**config.mk**
```make
export PLATFORM = sky130hd
export DESIGN_NAME = vp_key_event_fifo
export DESIGN_NICKNAME = d
export VERILOG_FILES = /design/src/rtl/vp_key_event_fifo.sv
export SDC_FILE = /design/constraint.sdc
export NUM_CORES = 1
export LEC_CHECK = 0
export BUFFER_PORTS_ARGS = -buffer_cell sky130_fd_sc_hd__buf_2
export CAP_MARGIN = 20
export CORE_UTILIZATION = 40
export CTS_BUF_LIST = sky130_fd_sc_hd__clkbuf_4 sky130_fd_sc_hd__clkbuf_8 sky130_fd_sc_hd__clkbuf_16
export DETAILED_ROUTE_END_ITERATION = 8
export PLACE_DENSITY = 0.66
export RECOVER_POWER = 25
export SYNTH_ARGS = -nofsm -noshare
export SYNTH_HDL_FRONTEND = slang
export SYNTH_SLANG_ARGS = --single-unit
```
**constraint.sdc**
```tcl
create_clock -name clk_i -period 2.4 [get_ports clk_i]
set_input_delay 0.12 -clock clk_i [delete_from_list [all_inputs] [get_ports clk_i]]
set_output_delay 0.12 -clock clk_i [all_outputs]
set_load 0.005 [all_outputs]
```
**src/rtl/vp_key_event_fifo.sv**
```systemverilog
// Key event FIFO between the PS/2 / gamepad decoders and vp_keymap.
// Events are presented one at a time with an enforced idle gap and a presentation timeout.
module vp_key_event_fifo #(
    parameter int unsigned DEPTH      = 8,
    parameter int unsigned GAP_CYCLES = 16,
    parameter int unsigned TIMEOUT    = 1048576
) (
    input  logic                       clk_i,
    input  logic                       res_n_i,
    input  logic                       flush_i,
    input  logic                       evt_valid_i,
    input  logic [7:0]                 evt_ascii_i,
    input  logic                       evt_released_i,
    output logic                       evt_full_o,
    output logic [$clog2(DEPTH):0]     level_o,
    output logic                       ovf_o,
    output logic                       rx_data_ready_o,
    output logic [7:0]                 rx_ascii_o,
    output logic                       rx_released_o,
    input  logic                       rx_read_i
);

    localparam int unsigned AW = $clog2(DEPTH);
    localparam int unsigned TW = $clog2(TIMEOUT);

    typedef enum logic [1:0] {IDLE, PRESENT, GAP} state_t;

    logic [8:0]    mem [DEPTH];
    logic [AW-1:0] wptr, rptr;
    logic [AW:0]   count, count_nxt;
    logic          full_q;
    state_t        state;
    logic [TW-1:0] timer;
    logic [7:0]    gap;
    logic          push_req, push, pop;

    // Pops only come from IDLE with a non-empty FIFO, so an entry is never read in the cycle it is written.
    always_comb begin
        push_req  = evt_valid_i && (evt_ascii_i != 8'h00);
        pop       = (state == IDLE) && (count != '0);
        push      = push_req && ((count != (AW+1)'(DEPTH)) || pop);
        count_nxt = count;
        if (push && !pop) begin
            count_nxt = count + (AW+1)'(1);
        end else if (pop && !push) begin
            count_nxt = count - (AW+1)'(1);
        end
    end

    always_ff @(posedge clk_i) begin
        if (push) begin
            mem[wptr] <= {evt_released_i, evt_ascii_i};
        end
    end

    always_ff @(posedge clk_i or negedge res_n_i) begin
        if (!res_n_i) begin
            state           <= IDLE;
            wptr            <= '0;
            rptr            <= '0;
            count           <= '0;
            full_q          <= 1'b0;
            timer           <= '0;
            gap             <= '0;
            ovf_o           <= 1'b0;
            rx_data_ready_o <= 1'b0;
            rx_ascii_o      <= '0;
            rx_released_o   <= 1'b0;
        end else if (flush_i) begin
            state           <= IDLE;
            wptr            <= '0;
            rptr            <= '0;
            count           <= '0;
            full_q          <= 1'b0;
            timer           <= '0;
            gap             <= '0;
            ovf_o           <= 1'b0;
            rx_data_ready_o <= 1'b0;
            rx_ascii_o      <= '0;
            rx_released_o   <= 1'b0;
        end else begin
            count  <= count_nxt;
            full_q <= (count_nxt == (AW+1)'(DEPTH));
            if (push) begin
                wptr <= wptr + AW'(1);
            end
            if (pop) begin
                rptr <= rptr + AW'(1);
            end
            if (push_req && !push) begin
                ovf_o <= 1'b1;
            end
            case (state)
                IDLE: begin
                    if (pop) begin
                        {rx_released_o, rx_ascii_o} <= mem[rptr];
                        rx_data_ready_o <= 1'b1;
                        timer           <= '0;
                        state           <= PRESENT;
                    end
                end
                PRESENT: begin
                    if (rx_read_i) begin
                        rx_data_ready_o <= 1'b0;
                        gap             <= '0;
                        state           <= GAP;
                    end else if (timer == TW'(TIMEOUT - 1)) begin
                        // Unacknowledged event is discarded and reported like a drop.
                        rx_data_ready_o <= 1'b0;
                        ovf_o           <= 1'b1;
                        gap             <= '0;
                        state           <= GAP;
                    end else begin
                        timer <= timer + TW'(1);
                    end
                end
                GAP: begin
                    if (gap == 8'(GAP_CYCLES - 1)) begin
                        state <= IDLE;
                    end else begin
                        gap <= gap + 8'd1;
                    end
                end
                default: state <= IDLE;
            endcase
        end
    end

    assign level_o    = count;
    assign evt_full_o = full_q;

endmodule

```
==> summary.txt <==
Final layout
  – Area growth syn-to-layout: 19.1%
  – Final nets: between 400 and 500
  – Register area: 3460 sq um
  – Commonest non-fill, non-tap cell in the layout: edfxtp_1
  – # diodes: 0
  – FILL cells: 1171
  – Final non-filler cell total: 664
  – Most frequent cells in the layout: 72 x edfxtp_1, 52 x dfrtp_1, 37 x nand2_1
  – Multi-input logic area: 1970 sq um
  – Layout cells sized above 1: 22.7%

Timing
  – Fmax: 449 MHz
  – Slew @ Worst Pin: 1170 ps
  – Worst hold margin: a little over 90 ps
  – Fin crit share: 92.9%
  – Post-route setup TNS: 0 ps
  – Min cycle time layout: 2230 ps
  – Fin. max-slew vios: 0
  – Slew HR: 21.7%
  – Hold Fails Final Rpt: 0
  – Layout Skew: ~11 ps
  – Final setup fails: 0
  – RSZ-0062 raised after global routing: no

Die
  – Die height: 120 microns
  – Row cnt: 42
  – Die area: 14300 sq um
  – Die width: 120 microns
  – Core box area: 13400 sq um
  – IO Pins: 30
  – Initial Utilization: about two fifths

Placed design
  – Final Wtd Congestion: 0.790
  – Post-DP HPWL: 7.96 mm
  – Inst Count DP: 630
  – Port-buffer cells: 29

Logic synthesis
  – Async S/R FF share, synth: 41.9%
  – Fraction of the yosys area taken by sequential cells: a little over three fifths
  – Mapped Cells: 419
  – Syn nets: 439
  – Primary FF master, synth: edfxtp_1
  – Flops & latches, synth: 124
  – Post-synthesis cell area: 5540 sq um
  – Post-synth EDFFs: 72
  – Average cell area after synthesis: 13.2 sq um
  – Yosys cell types: 58
  – Yosys Warn Count: 0

Detailed routing
  – DR pass1 iterations: 5
  – Avg Vias per Cell: about 5.5
  – Post-route ant nets: 0
  – Avg WL per Cell: ~18 microns
  – DRC viols: 0
  – Vias: around 3.6k
  – Initial DRC count: 383
  – Post-Route WL: approximately 12 mm

Global routing
  – First-pass GRT wire length: 18.8 mm
  – Gr usage total: 17.7%
  – Vias in the first global route: ~3.6k
  – GRT overflow: 0
  – Largest net degree at the start of global routing: 33
  – Initial antenna violation count: 0

Power and ir drop
  – LEAKAGE: around 2.5 nW
  – Pwr Total: ~0.0067 W
  – Power per cell area: 1010 nW/um^2
  – Maximum VDD drop: ~730 uV

Outcome
  – Outcome: finished, final reports clean

CTS
  – Post_cts resized: 0
  – CTS Buf Count: 17
  – CTS root buffer: clkbuf_16
  – Max clock buf depth: 2
  – Clock sinks: 124
  – CTS Hold Bufs: 2
  – Clock insertion delay at the later pin of the skew report: 420 ps
  – Post-CTS setup buffers: 0
  – Worst-path clk slew: 60 ps
  – CTS tree: done
  – H-tree level count: 4

Run
  – Max-cap check violation count: 0

Worst setup path
  – CP Class: flop to flop
  – Register-to-Register Path Depth: 7
  – WP data arrival: 2350 ps
  – CP required: 2520 ps
  – Crit path max fanout: 9
  – Startpoint Class: flop
  – Setup crit end kind: flop

Worst hold path
  – Hold crit path type: input port to flop
  – Worst hold path depth: 4
==> metal layers <==
metal,part of all wire (%),up-vias,track usage (%)
met1,46,1795,24.1
met2,47,104,26.8
met5,0,-,0
met3,6.0,15,5.51
li1,-,1719,-
met4,1.2,0,6.41
==> worst paths after layout <==
kind	from	endpoint	slack [ps]
min	rx_read_i	ovf_o	90
max	level_o[0]	mem[0][0]	170
max reg2reg	level_o[0]	mem[0][0]	170
min in group asynchronous	res_n_i	timer[18]	470
min reg2reg	timer[19]	timer[19]	460
max in group asynchronous	res_n_i	gap[0]	890
==> cell type report <==
cell class | instances | area share [%]
clock buffer | 19 | 6.67
tap | 176 | 3.34
clock inverter | 13 | 2.18
sequential | 124 | 52.5
multi-input combinational | 268 | 29.9
timing repair buffer | 53 | 4.83
inverter | 11 | 0.625
==> cell families after synthesis <==
family / Yosys count / share of synthesized area, %
flip-flops: 124 / 62.5
AO/OA/AOI/OAI: 89 / 10.5
buffers and inverters: 27 / 2.08
adder cells (fa/ha/maj): 6 / 1.35
AND/OR/NAND/NOR: 140 / 13.7
multiplexers: 28 / 9.12
XOR/XNOR: 5 / 0.790
==> through the flow <==
| step | instance area [sq um] | worst slack (ps) | util (%) |
|---|---|---|---|
| after floorplan | 5550 | -12.3 | - |
| after global placement | 6010 | 249 | 44.8 |
| after detailed placement | 6010 | 216 | 44.8 |
| after CTS | 6610 | 190 | 49.3 |
| after global routing | 6600 | 69.4 | 49.3 |
| final | 6600 | 171 | 49.3 |
==> worst max-delay path: stages, from the launching register on <==
cell     delay, ps
dfrtp_1        340
inv_1           60
ha_1           230
and3b_1        200
a221o_2        430
or2_1          310
nor3_2         150
buf_4          200
==> Yosys cell counts, types with 2 or more instances <==
cell | instances | area share [%]
a211oi_1 | 9 | 1.2
a21o_1 | 2 | 0.27
a21oi_1 | 13 | 1.2
a22o_1 | 2 | 0.32
a31oi_1 | 9 | 1.0
a32o_1 | 2 | 0.36
and2_1 | 4 | 0.45
and3_1 | 7 | 0.79
and3_4 | 3 | 0.61
and4_1 | 2 | 0.32
buf_2 | 4 | 0.36
buf_4 | 2 | 0.27
clkbuf_1 | 9 | 0.61
dfrtp_1 | 52 | 23
edfxtp_1 | 72 | 39
ha_1 | 6 | 1.4
inv_1 | 11 | 0.75
mux2i_1 | 10 | 1.8
mux4_2 | 18 | 7.3
nand2_1 | 37 | 2.5
nand2b_1 | 7 | 0.79
nand3_1 | 11 | 0.99
nand4_1 | 3 | 0.34
nor2_1 | 35 | 2.4
nor2_2 | 2 | 0.23
nor2b_1 | 2 | 0.23
nor3_1 | 6 | 0.54
nor4_1 | 2 | 0.23
nor4_2 | 2 | 0.45
o21ai_0 | 16 | 1.4
o21ai_1 | 14 | 1.3
o22ai_1 | 4 | 0.45
o31ai_1 | 5 | 0.68
o32ai_1 | 4 | 0.63
or2_1 | 2 | 0.23
or3_1 | 5 | 0.56
xnor2_1 | 4 | 0.63
==> report_power, final <==
part           internal (W)  total, W  switching, W
Combinational      0.000702   0.00165      0.000947
Sequential          0.00242   0.00253      0.000107
Clock               0.00156   0.00251      0.000956
==> state kept, by name, indices dropped and copies added, names as in the netlist <==
name             cells
rx_data_ready_o      1
rx_ascii_o           8
rx_released_o        1
mem                 72
level_o              4
ovf_o                1
rptr                 3
wptr                 3
evt_full_o           1
timer               20
gap                  8
state                2
Power figures use the tool's default switching activity.
